### src/rtl/guardian_alert_arbiter.sv
`timescale 1ns/1ps
// guardian_alert_arbiter
// Buffers one pending alert per guardian source, serialises the alerts
// round-robin onto a single valid/ready stream, and holds a serviced source
// quiet for HOLDOFF cycles so that one noisy block cannot starve the others.
module guardian_alert_arbiter #(
   parameter int N_SRC   = 4,
   parameter int SCORE_W = 16,
   parameter int ID_W    = 16,
   parameter int HOLDOFF = 8,
   parameter int IDX_W   = $clog2(N_SRC)
) (
   input  logic                       clk,
   input  logic                       rst_n,
   input  logic                       enable,
   input  logic [N_SRC-1:0]           alert_valid_in,
   input  logic [N_SRC*SCORE_W-1:0]   score_in,
   input  logic [N_SRC*ID_W-1:0]      block_id_in,
   output logic [N_SRC-1:0]           guardian_enable,
   output logic                       out_valid,
   input  logic                       out_ready,
   output logic [SCORE_W-1:0]         out_score,
   output logic [ID_W-1:0]            out_block_id,
   output logic [IDX_W-1:0]           out_src_idx,
   output logic [7:0]                 coalesce_cnt
);

   localparam int HO_W = (HOLDOFF > 0) ? $clog2(HOLDOFF + 1) : 1;
   localparam logic [HO_W-1:0]  HO_LOAD  = HO_W'(HOLDOFF);
   localparam logic [IDX_W-1:0] LAST_IDX = IDX_W'(N_SRC - 1);

   typedef enum logic [1:0] {
      IDLE    = 2'd0,
      SEL     = 2'd1,
      PRESENT = 2'd2
   } state_t;

   state_t state_q, state_d;

   logic [N_SRC-1:0]   pend_q, pend_d;
   logic [SCORE_W-1:0] score_q [N_SRC];
   logic [SCORE_W-1:0] score_d [N_SRC];
   logic [ID_W-1:0]    id_q    [N_SRC];
   logic [ID_W-1:0]    id_d    [N_SRC];
   logic [HO_W-1:0]    hold_q  [N_SRC];
   logic [HO_W-1:0]    hold_d  [N_SRC];
   logic [N_SRC-1:0]   ge_d;
   logic [IDX_W-1:0]   rr_ptr;
   logic [8:0]         events;
   logic [8:0]         cnt_sum;
   logic [SCORE_W-1:0] new_score;
   logic [IDX_W-1:0]   cand_idx;
   logic [IDX_W-1:0]   sel_idx;
   logic               sel_found;
   logic               load_out;
   logic               accept;

   // Per-source capture/merge and clear-on-accept; also counts merged and dropped alerts.
   always_comb begin
      // NOTE: every variable gets a default before any branch so no latch is inferred.
      pend_d    = pend_q;
      score_d   = score_q;
      id_d      = id_q;
      events    = '0;
      new_score = '0;
      for (int i = 0; i < N_SRC; i++) begin
         new_score = score_in[i*SCORE_W +: SCORE_W];
         if (alert_valid_in[i] && !guardian_enable[i]) begin
            // Source is in holdoff: alert is dropped but accounted for.
            events = events + 9'd1;
         end else if (enable && alert_valid_in[i]) begin
            if (!pend_q[i]) begin
               pend_d[i]  = 1'b1;
               score_d[i] = new_score;
               id_d[i]    = block_id_in[i*ID_W +: ID_W];
            end else begin
               // Merge: strictly higher score wins, ties keep the stored entry.
               events = events + 9'd1;
               if (new_score > score_q[i]) begin
                  score_d[i] = new_score;
                  id_d[i]    = block_id_in[i*ID_W +: ID_W];
               end
            end
         end
         // A merge into the granted entry on its acceptance cycle is not re-queued.
         if (accept && (out_src_idx == IDX_W'(i))) begin
            pend_d[i] = 1'b0;
         end
      end
   end

   // Holdoff counters: reload on acceptance, otherwise count down to zero.
   always_comb begin
      ge_d = '0;
      for (int i = 0; i < N_SRC; i++) begin
         hold_d[i] = hold_q[i];
         if (accept && (out_src_idx == IDX_W'(i))) begin
            hold_d[i] = HO_LOAD;
         end else if (hold_q[i] != '0) begin
            hold_d[i] = hold_q[i] - 1'b1;
         end
         ge_d[i] = (hold_d[i] == '0);
      end
   end

   // Round-robin pick: first pending source at or after rr_ptr, wrapping.
   always_comb begin
      sel_found = 1'b0;
      sel_idx   = '0;
      cand_idx  = '0;
      // Scan downward so the last hit written is the nearest one to rr_ptr.
      for (int k = N_SRC - 1; k >= 0; k--) begin
         cand_idx = IDX_W'((int'(rr_ptr) + k) % N_SRC);
         if (pend_q[cand_idx]) begin
            sel_found = 1'b1;
            sel_idx   = cand_idx;
         end
      end
   end

   // Saturating accumulation of this cycle's merge/drop events.
   always_comb begin
      cnt_sum = {1'b0, coalesce_cnt} + events;
   end

   // FSM next-state and handshake decode.
   always_comb begin
      state_d   = state_q;
      load_out  = 1'b0;
      accept    = 1'b0;
      out_valid = 1'b0;
      case (state_q)
         IDLE: begin
            if (enable && (pend_q != '0)) begin
               state_d = SEL;
            end
         end
         SEL: begin
            if (enable && sel_found) begin
               load_out = 1'b1;
               state_d  = PRESENT;
            end else begin
               state_d  = IDLE;
            end
         end
         PRESENT: begin
            out_valid = 1'b1;
            if (out_ready) begin
               accept  = 1'b1;
               state_d = IDLE;
            end
         end
         default: state_d = IDLE;
      endcase
   end

   // FSM state register.
   always_ff @(posedge clk or negedge rst_n) begin
      // NOTE: sequential state uses non-blocking assignments so every register samples pre-edge values.
      if (!rst_n) begin
         state_q <= IDLE;
      end else begin
         state_q <= state_d;
      end
   end

   // Control and output registers.
   always_ff @(posedge clk or negedge rst_n) begin
      if (!rst_n) begin
         pend_q          <= '0;
         rr_ptr          <= '0;
         guardian_enable <= '1;
         out_score       <= '0;
         out_block_id    <= '0;
         out_src_idx     <= '0;
         coalesce_cnt    <= '0;
         for (int i = 0; i < N_SRC; i++) begin
            hold_q[i] <= '0;
         end
      end else begin
         pend_q          <= pend_d;
         guardian_enable <= ge_d;
         hold_q          <= hold_d;
         coalesce_cnt    <= (cnt_sum > 9'd255) ? 8'd255 : cnt_sum[7:0];
         if (load_out) begin
            out_score    <= score_q[sel_idx];
            out_block_id <= id_q[sel_idx];
            out_src_idx  <= sel_idx;
         end
         if (accept) begin
            rr_ptr <= (out_src_idx == LAST_IDX) ? '0 : out_src_idx + 1'b1;
         end
      end
   end

   // Alert payload storage.
   always_ff @(posedge clk) begin
      // NOTE: payload storage has no reset; pend_q qualifies every read, so stale contents are never used.
      score_q <= score_d;
      id_q    <= id_d;
   end

endmodule
### config.mk
export PLATFORM = sky130hd
export DESIGN_NAME = guardian_alert_arbiter
export DESIGN_NICKNAME = d
export VERILOG_FILES = /design/src/rtl/guardian_alert_arbiter.sv
export SDC_FILE = /design/constraint.sdc
export NUM_CORES = 1
export LEC_CHECK = 0
export BUFFER_PORTS_ARGS = -buffer_cell sky130_fd_sc_hd__buf_4
export CAP_MARGIN = 20
export CORE_MARGIN = 2
export CORE_UTILIZATION = 50
export DETAILED_ROUTE_END_ITERATION = 7
export GPL_ROUTABILITY_DRIVEN = 1
export PLACE_DENSITY = 0.73
export SETUP_SLACK_MARGIN = 0.1
export SYNTH_ARGS = -nofsm -noshare
export SYNTH_HDL_FRONTEND = slang
export SYNTH_SLANG_ARGS = --single-unit
export TNS_END_PERCENT = 5
### constraint.sdc
create_clock -name clk -period 10.79 [get_ports clk]
set_clock_uncertainty 0.15 [all_clocks]
set_input_delay 1.079 -clock clk [delete_from_list [all_inputs] [get_ports clk]]
set_output_delay 1.079 -clock clk [all_outputs]
set_load 0.1 [all_outputs]
==> results of run 1 <==
## cells by family (layout without fill, tap and decap cells)
| group | Yosys count | count (layout) | share of synthesized area (%) |
|---|---|---|---|
| buf+inv | 117 | 309 | 4.84 |
| flops | 198 | 198 | 57.3 |
| simple gates | 241 | 241 | 12.3 |
| fa+ha+maj | 81 | 81 | 10.4 |
| compound gates | 195 | 195 | 13.5 |
| mux | 7 | 7 | 0.755 |
| xor+xnor | 10 | 10 | 0.896 |
## routing by layer
metal | share of wire [%] | GRT usage [%] | vias to the layer above
li1 | - | - | 3458
met1 | 44 | 33.8 | 3518
met2 | 47 | 37.5 | 254
met3 | 7.4 | 5.53 | 36
met4 | 2.3 | 8.62 | 0
met5 | 0 | 0 | -
## report_power, final
group	switching (mW)	total, mW	leakage [nW]	internal, mW
Sequential	0.115	1.07	1.95	0.953
Combinational	1.14	1.59	3.06	0.452
Clock	0.303	0.651	0.285	0.348
Total	1.56	3.31	5.30	1.75
## through the flow
step	hold WS [ns]	util [%]	power (mW)	worst slack [ns]
2_1_floorplan	0.279	-	2.25	5.98
3_3_place_gp	0.311	59.1	2.63	5.60
3_5_place_dp	0.306	59.4	2.66	5.46
4_1_cts	0.335	62.4	3.31	5.92
5_1_grt	0.361	62.8	3.48	5.62
6_report	0.334	62.8	3.31	5.92
## area by class of cell
type	instances	area, sq um	share of cell area [%]
Clock buffer	17	425	3.51
Clock inverter	15	168	1.38
Inverter	84	315	2.60
Timing Repair Buffer	193	1520	12.6
Multi-Input combinational cell	534	3770	31.1
Sequential cell	198	5600	46.2
Tap cell	265	332	2.73
## registers in the layout, indices dropped and copies added (netlist names)
signal,flops
id_q,64
score_q,64
hold_q,16
out_block_id,16
out_score,16
coalesce_cnt,8
guardian_enable,4
pend_q,4
out_src_idx,2
rr_ptr,2
state_q,2
## worst paths after layout
| path | to | slack (ns) | cells after the start |
|---|---|---|---|
| min | state_q[0] | 0.33 | 1 |
| max | coalesce_cnt[5] | 5.92 | 17 |
| max reg2reg | coalesce_cnt[5] | 6.16 | 16 |
| min reg2reg | state_q[0] | 0.33 | 1 |
| max in group asynchronous | out_score[1] | 9.42 | 2 |
| min in group asynchronous | coalesce_cnt[7] | 0.46 | 1 |
## synthesized netlist by cell type, types with 2 or more instances
cell      count
edfxtp_1    128
xor2_1        3
nand2_1      57
nand3_1      39
nand2b_1     11
xnor2_1       7
buf_6         4
a21boi_0      3
nor2_1       56
nor4_1        8
and3_1       12
nor2b_1      15
o21bai_1      5
mux2_2        3
a21oi_1      36
clkbuf_1     26
and2_1        3
buf_2         2
o221a_2      14
mux2i_1       4
a211oi_1      7
inv_1        84
nand4_1      13
or3_1         4
a21o_1       15
dfrtp_1      66
o21ai_1       2
o21a_1        2
dfstp_2       4
o211ai_1     16
a211o_1       8
a31o_1       17
nand3b_1      5
a31oi_1      19
ha_1         80
and4_1        3
nor3_1        8
o21ai_0      47
==> results.sh, run 1 <==
export IMPL_synth_seq_cells=198
export IMPL_num_vias=7266
export IMPL_hold_viol=0
export IMPL_routed_wl_um=24900
export IMPL_reg2reg_from="guardian_enable[0]"
export IMPL_placed_cell_area_sq_mm=0.0115
export IMPL_cp_required_ns=11.00
export IMPL_cts_reportedPaths_clkPinSlew_ns=0.07
export IMPL_start_util_pct=50.6
export IMPL_rows=51
export IMPL_drt_initial_drc_count=498
export IMPL_globalplace_congestion=0.859
export IMPL_status="finished clean"
export IMPL_stdcell_area_sq_mm=0.0121
export IMPL_layout_common_cells="buf_4 (187), edfxtp_1 (128), inv_1 (84), ha_1 (80), dfrtp_1 (66)"
export IMPL_max_freq_mhz=205
export IMPL_hold_buffers=0
export IMPL_tightest_slew_ns=0.888
export IMPL_hold_class="reg -> reg"
export IMPL_cts_tree="built"
export IMPL_antenna_found_initial=0
export IMPL_crit_chain="buf_4, a21boi_0, nor2_1, ha_1, and4_1, a211o_1, or2_2, ha_1, nand2_1, o21ai_0, ha_1, mux2i_1, fa_1, o21ai_0, nand3_1, and2_1, a31oi_1"
export IMPL_rsz0062_at_grt="false"
export IMPL_tns_ns=0
export IMPL_nFillCells=1523
export IMPL_fin_crit_sh_pct=45.2
export IMPL_seq_area_frac_synth_pct=57.3
export IMPL_vdd_drop_max_uv=236
export IMPL_grt_overflow=0
export IMPL_htreeDepth=4
export IMPL_drv_slew=0
export IMPL_power_density_mw_per_mm2=273
export IMPL_path_class="in -> reg"
export IMPL_total_leakage_power_nw=5.30
export IMPL_synth_top_area_cell="edfxtp_1"
export IMPL_setup_violations=0
export IMPL_num_antenna_cells=0
export IMPL_routedWlPerCell_um=19.0
export IMPL_drc=0
export IMPL_crit_path_start="enable"
export IMPL_cp_end_kind="flop"
export IMPL_fin_cells=1306
export IMPL_cts_sinks=198
export IMPL_critPathArrivalTime_ns=5.09
export IMPL_cts_setup_buffers=0
export IMPL_synth_area_leaders="edfxtp_1 (39%), dfrtp_1 (17%), ha_1 (10%)"
export IMPL_nets=1245
export IMPL_first_pass_iters=5
export IMPL_synth_avg_cell_area_sq_um=11.5
export IMPL_synth_area_sq_mm=0.00978
export IMPL_cts_root_buffer="clkbuf_16"
export IMPL_synth_edf_count=128
export IMPL_hold_start="state_q[1]"
export IMPL_placedCellCount=1271
export IMPL_yosys_warnings=0
export IMPL_slowest_stage="fa_1"
export IMPL_grt_max_degree=71
export IMPL_synth_cell_types=51
export IMPL_port_buffers=182
export IMPL_grt_pass1_vias=6920
export IMPL_layout_min_cycle_time_ns=4.87
export IMPL_area_growth_pct=24.1
export IMPL_slowest_delay_ns=0.43
export IMPL_maxCapViolCount=0
export IMPL_cpLargestDelayFamily="adder cells"
export IMPL_synthFlopType="edfxtp_1"
export IMPL_start_kind="primary input"
export IMPL_crit_path_frequent_cell="ha_1"
export IMPL_grt_total_usage_pct=24.3
export IMPL_post_cts_resized=0
export IMPL_cts_made_buffers=17
export IMPL_fp_dieW_um=144
export IMPL_critPathMaxFanout=13
export IMPL_clockBufferDepth=2
export IMPL_viasPerCell=5.56
export IMPL_grt_pass1_wl_um=37500
export IMPL_pin_count=183
export IMPL_dieArea_sq_mm=0.0207
export IMPL_clk_latency_ns=0.44
export IMPL_dp_hpwl_um=17800
export IMPL_synthesis_instances=849
export IMPL_relSlewSlack_pct=40.5
export IMPL_mostFrequentLayoutCell="buf_4"
export IMPL_coreArea_sq_mm=0.0193
export IMPL_ys_async_sr_fraction_pct=35.4
export IMPL_die_h_um=144
export IMPL_syn_num_nets=1066
export IMPL_drive_above_1_share_pct=24.7
export IMPL_yosysTopAreaCellShare_pct=39.3
export IMPL_ant_nets=0
export IMPL_cp_num_buf_inv=1
(Power assumes the default switching activity.)
==> inputs of run 2 (changes only) <==
==> constraint.sdc (replaced) <==
create_clock -name clk -period 5.1 [get_ports clk]
set_clock_uncertainty 0.15 [all_clocks]
set_input_delay 0.51 -clock clk [delete_from_list [all_inputs] [get_ports clk]]
set_output_delay 0.51 -clock clk [all_outputs]
set_load 0.1 [all_outputs]
==> run 2 against run 1 <==
Effect of this change: final cell count hardly changed; first-iteration DRC count is 8.4% lower; clock-buffer cell count is 1 higher; clock power is 110% higher; global-route usage is 0.13 points higher; critical path type is now reg -> reg; critical endpoint unchanged.
==> results.sh, run 2 (synthesis results as in run 1) <==
export IMPL_placed_cell_area_sq_mm=0.0115
export IMPL_nFillCells=1553
export IMPL_grt_pass1_vias=7060
export IMPL_hold_buffers=0
export IMPL_first_pass_iters=5
export IMPL_tightest_slew_ns=0.974
export IMPL_cts_tree="built"
export IMPL_viasPerCell=5.56
export IMPL_start_util_pct=50.6
export IMPL_drv_slew=0
export IMPL_cts_reportedPaths_clkPinSlew_ns=0.07
export IMPL_max_freq_mhz=216
export IMPL_rsz0062_at_grt="false"
export IMPL_biggestRegsByFlops="id_q: 64 flops, score_q: 64 flops"
export IMPL_post_cts_resized=0
export IMPL_power_density_mw_per_mm2=580
export IMPL_relSlewSlack_pct=35.0
export IMPL_vdd_drop_max_uv=538
export IMPL_die_h_um=144
export IMPL_total_leakage_power_nw=5.30
export IMPL_register_area_sq_mm=0.00560
export IMPL_fp_dieW_um=144
export IMPL_drt_initial_drc_count=456
export IMPL_status="finished clean"
export IMPL_routed_wl_um=25000
export IMPL_hold_class="in -> async"
export IMPL_multi_input_area_sq_mm=0.00377
export IMPL_area_growth_pct=24.0
export IMPL_tns_ns=0
export IMPL_critPathMaxFanout=6
export IMPL_fin_cells=1307
export IMPL_grt_max_degree=71
export IMPL_cts_setup_buffers=0
export IMPL_setup_violations=0
export IMPL_path_class="reg -> reg"
export IMPL_mostFrequentLayoutCell="buf_4"
export IMPL_clockBufferDepth=2
export IMPL_globalplace_congestion=0.877
export IMPL_cp_required_ns=5.31
export IMPL_cts_root_buffer="clkbuf_16"
export IMPL_layout_min_cycle_time_ns=4.62
export IMPL_ant_nets=0
export IMPL_grt_pass1_wl_um=37700
export IMPL_clk_latency_ns=0.45
export IMPL_critPathArrivalTime_ns=4.84
export IMPL_dieArea_sq_mm=0.0207
export IMPL_stdcell_area_sq_mm=0.0121
export IMPL_layout_common_cells="buf_4 (189), edfxtp_1 (128), inv_1 (84), ha_1 (80), dfrtp_1 (66)"
export IMPL_hold_viol=0
export IMPL_htreeDepth=4
export IMPL_num_vias=7266
export IMPL_coreArea_sq_mm=0.0193
export IMPL_maxCapViolCount=0
export IMPL_rows=51
export IMPL_routedWlPerCell_um=19.1
export IMPL_placedCellCount=1272
export IMPL_cts_made_buffers=17
export IMPL_dp_hpwl_um=18200
export IMPL_grt_total_usage_pct=24.4
export IMPL_fin_crit_sh_pct=90.7
export IMPL_pin_count=183
export IMPL_nets=1245
export IMPL_cp_end_kind="flop"
export IMPL_drc=0
export IMPL_antenna_found_initial=1
export IMPL_start_kind="flop"
export IMPL_port_buffers=182
export IMPL_drive_above_1_share_pct=24.6
export IMPL_cts_sinks=198
export IMPL_grt_overflow=0
[run 2: path summary, 6_finish.rpt]
| kind | cells past startpoint | slack, ns | endpoint | from |
|---|---|---|---|---|
| hold / removal | 1 | 0.07 | coalesce_cnt[7] | rst_n |
| setup reg to reg | 16 | 0.48 | coalesce_cnt[5] | guardian_enable[0] |
| min in group clk | 1 | 0.09 | id_q[4] | block_id_in[52] |
| setup / recovery | 16 | 0.48 | coalesce_cnt[5] | guardian_enable[0] |
| max in group asynchronous | 1 | 4.10 | out_score[15] | rst_n |
| hold reg to reg | 1 | 0.32 | state_q[0] | state_q[1] |
[run 2: final cells by class]
| type | instances | share of cell area [%] |
|---|---|---|
| timing repair buffer | 193 | 12.5 |
| antenna | 1 | 0.0206 |
| clock inverter | 14 | 1.35 |
| clock buffer | 18 | 3.54 |
| tap | 265 | 2.73 |
| multi-input combinational | 534 | 31.1 |
| inverter | 84 | 2.60 |
| sequential | 198 | 46.2 |
[run 2: power by group]
group          total, mW  switching [mW]  internal [mW]
clock network       1.36           0.626          0.738
registers           2.26           0.241           2.02
logic               3.41            2.44          0.971
[run 2: worst max-delay path: stages, from the launching register on]
cell and delay (ns):
dfstp_2 0.56, a21boi_0 0.33, nor2_1 0.11, ha_1 0.28, and4_1 0.15, a211o_1 0.27
or2_2 0.33, ha_1 0.28, nand2_1 0.05, o21ai_0 0.09, ha_1 0.32, mux2i_1 0.09
fa_1 0.44, o21ai_0 0.45, nand3_1 0.28, and2_1 0.23, a31oi_1 0.15
[run 2: metal layers]
layer	vias to the layer above	GRT usage, %	part of all wire [%]
met5	-	0	0
met3	49	6.30	7.0
met4	0	8.41	2.8
met1	3500	32.9	43
li1	3464	-	-
met2	253	38.5	47
[run 2: per-stage QoR]
step                      hold WS [ns]  power [mW]  utilization [%]  setup WS [ns]
final                           0.0720        7.03             62.7          0.476
after global routing            0.0666        7.37             62.7          0.146
after detailed placement         0.300        5.64             59.3          0.373
after floorplan                 0.0644        4.75                -          0.435
after CTS                       0.0738        7.00             62.4          0.466
after global placement           0.306        5.56             59.1          0.459
==> inputs of run 3 (changes only) <==
--- a/config.mk
+++ b/config.mk
@@ -5,7 +5,7 @@
 export SDC_FILE = /design/constraint.sdc
 export NUM_CORES = 1
 export LEC_CHECK = 0
-export BUFFER_PORTS_ARGS = -buffer_cell sky130_fd_sc_hd__buf_4
+export BUFFER_PORTS_ARGS = -buffer_cell sky130_fd_sc_hd__clkbuf_2
 export CAP_MARGIN = 20
 export CORE_MARGIN = 2
 export CORE_UTILIZATION = 50
==> run 3 against run 2 <==
Effect of this change: highest routed layer unchanged; non-clock buffer count is 1 lower; core utilization is 2.3 points lower; via count is 0.37% higher; maximum frequency is 0.85% lower; sequential power hardly changed; largest power group unchanged; global-route usage is 0.46 points lower; clock-buffer cell count stayed put; first-iteration DRC count is 19% higher.
==> results.sh, run 3 (synthesis results as in run 1) <==
export IMPL_status="finished clean"
export IMPL_crit_path_frequent_cell="ha_1"
export IMPL_clk_latency_ns=0.44
export IMPL_ant_nets=0
export IMPL_first_pass_iters=5
export IMPL_start_util_pct=50.6
export IMPL_pin_count=183
export IMPL_fin_cells=1307
export IMPL_viasPerCell=5.58
export IMPL_coreArea_sq_mm=0.0193
export IMPL_hold_ws_ns=0.0823
export IMPL_grt_overflow=0
export IMPL_total_leakage_power_nw=5.19
export IMPL_start_kind="flop"
export IMPL_fin_crit_sh_pct=91.4
export IMPL_mostFrequentLayoutCell="clkbuf_2"
export IMPL_post_cts_resized=0
export IMPL_hold_class="in -> async"
export IMPL_layout_min_cycle_time_ns=4.66
export IMPL_cp_required_ns=5.30
export IMPL_path_class="reg -> reg"
export IMPL_grt_total_usage_pct=23.9
export IMPL_rows=51
export IMPL_die_h_um=144
export IMPL_setup_violations=0
export IMPL_max_freq_mhz=214
export IMPL_routed_wl_um=24500
export IMPL_dp_hpwl_um=17900
export IMPL_port_buffers=182
export IMPL_power_density_mw_per_mm2=587
export IMPL_vdd_drop_max_uv=646
export IMPL_biggestRegsByFlops="id_q: 64 flops, score_q: 64 flops"
export IMPL_drc=0
export IMPL_htreeDepth=4
export IMPL_layout_common_cells="clkbuf_2 (181), edfxtp_1 (128), inv_1 (84), ha_1 (80), dfrtp_1 (66)"
export IMPL_critPathMaxFanout=6
export IMPL_dieArea_sq_mm=0.0207
export IMPL_drive_above_1_share_pct=24.4
export IMPL_grt_max_degree=71
export IMPL_tightest_slew_ns=0.975
export IMPL_antenna_found_initial=3
export IMPL_drt_initial_drc_count=543
export IMPL_cts_setup_buffers=0
export IMPL_placed_cell_area_sq_mm=0.0110
export IMPL_nFillCells=1585
export IMPL_placedCellCount=1271
export IMPL_multi_input_area_sq_mm=0.00377
export IMPL_cts_sinks=198
export IMPL_cts_root_buffer="clkbuf_16"
export IMPL_critPathArrivalTime_ns=4.86
export IMPL_routedWlPerCell_um=18.7
export IMPL_hold_viol=0
export IMPL_grt_pass1_vias=7134
export IMPL_register_area_sq_mm=0.00560
export IMPL_grt_pass1_wl_um=37500
export IMPL_maxCapViolCount=0
export IMPL_hold_buffers=0
export IMPL_nets=1244
export IMPL_cts_reportedPaths_clkPinSlew_ns=0.07
export IMPL_stdcell_area_sq_mm=0.0117
export IMPL_globalplace_congestion=0.906
export IMPL_num_vias=7293
export IMPL_slowest_delay_ns=0.55
export IMPL_tns_ns=0
export IMPL_crit_chain="a21boi_0, nor2_1, ha_1, and4_1, a211o_1, or2_2, ha_1, nand2_1, o21ai_0, ha_1, mux2i_1, fa_1, o21ai_0, nand3_1, and2_1, a31oi_1"
export IMPL_cp_end_kind="flop"
export IMPL_cts_tree="built"
export IMPL_relSlewSlack_pct=35.0
export IMPL_clockBufferDepth=2
export IMPL_slowest_stage="dfstp_2"
export IMPL_rsz0062_at_grt="false"
export IMPL_drv_slew=0
export IMPL_fp_dieW_um=144
export IMPL_cts_made_buffers=17
export IMPL_area_growth_pct=19.5
[run 3: critical path, delay by kind of cell (launching register included)]
| family | cells | cell delay [ns] |
|---|---|---|
| adders and majority gates | 4 | 1.34 |
| AOI/OAI and AO/OA | 5 | 1.29 |
| and+or+nand+nor | 6 | 1.16 |
| DFF | 1 | 0.55 |
| muxes | 1 | 0.09 |
[run 3: routing by layer]
layer | part of all wire, % | track usage [%]
met4 | 1.9 | 6.76
met2 | 47 | 38.3
met5 | 0 | 0
met1 | 44 | 32.5
met3 | 7.2 | 6.13
[run 3: area by class of cell]
class                      count  share of cell area (%)
clock buffer                  18                    3.76
inverter                      84                    2.70
sequential                   198                    47.9
antenna                        2                  0.0428
tap                          265                    2.84
clock inverter                14                    1.39
timing repair buffer         192                    9.12
multi-input combinational    534                    32.2
[run 3: worst paths after layout]
check | to | from | slack, ns | cells after the start
worst min register to register | state_q[0] | state_q[1] | 0.33 | 1
max in group asynchronous | out_score[1] | rst_n | 4.09 | 1
worst min-delay path | coalesce_cnt[7] | rst_n | 0.08 | 1
worst max register to register | coalesce_cnt[5] | guardian_enable[0] | 0.44 | 16
worst max-delay path | coalesce_cnt[5] | guardian_enable[0] | 0.44 | 16
min in group clk | id_q[36] | block_id_in[20] | 0.10 | 1
[run 3: where the power goes]
group	total [mW]	leakage, nW	internal, mW	switching [mW]
Combinational	3.22	2.94	0.821	2.40
Clock	1.38	0.297	0.753	0.631
Sequential	2.26	1.95	2.02	0.242
Total	6.86	5.19	3.59	3.27
[run 3: metrics by stage]
stage / utilization, % / power (mW) / setup WS [ns]
detailed placement: 57.1 / 5.47 / 0.238
CTS: 60.2 / 6.86 / 0.421
finish: 60.5 / 6.86 / 0.436
floorplan: - / 4.75 / 0.435
global route: 60.5 / 7.22 / 0.123
global placement: 56.7 / 5.41 / 0.413
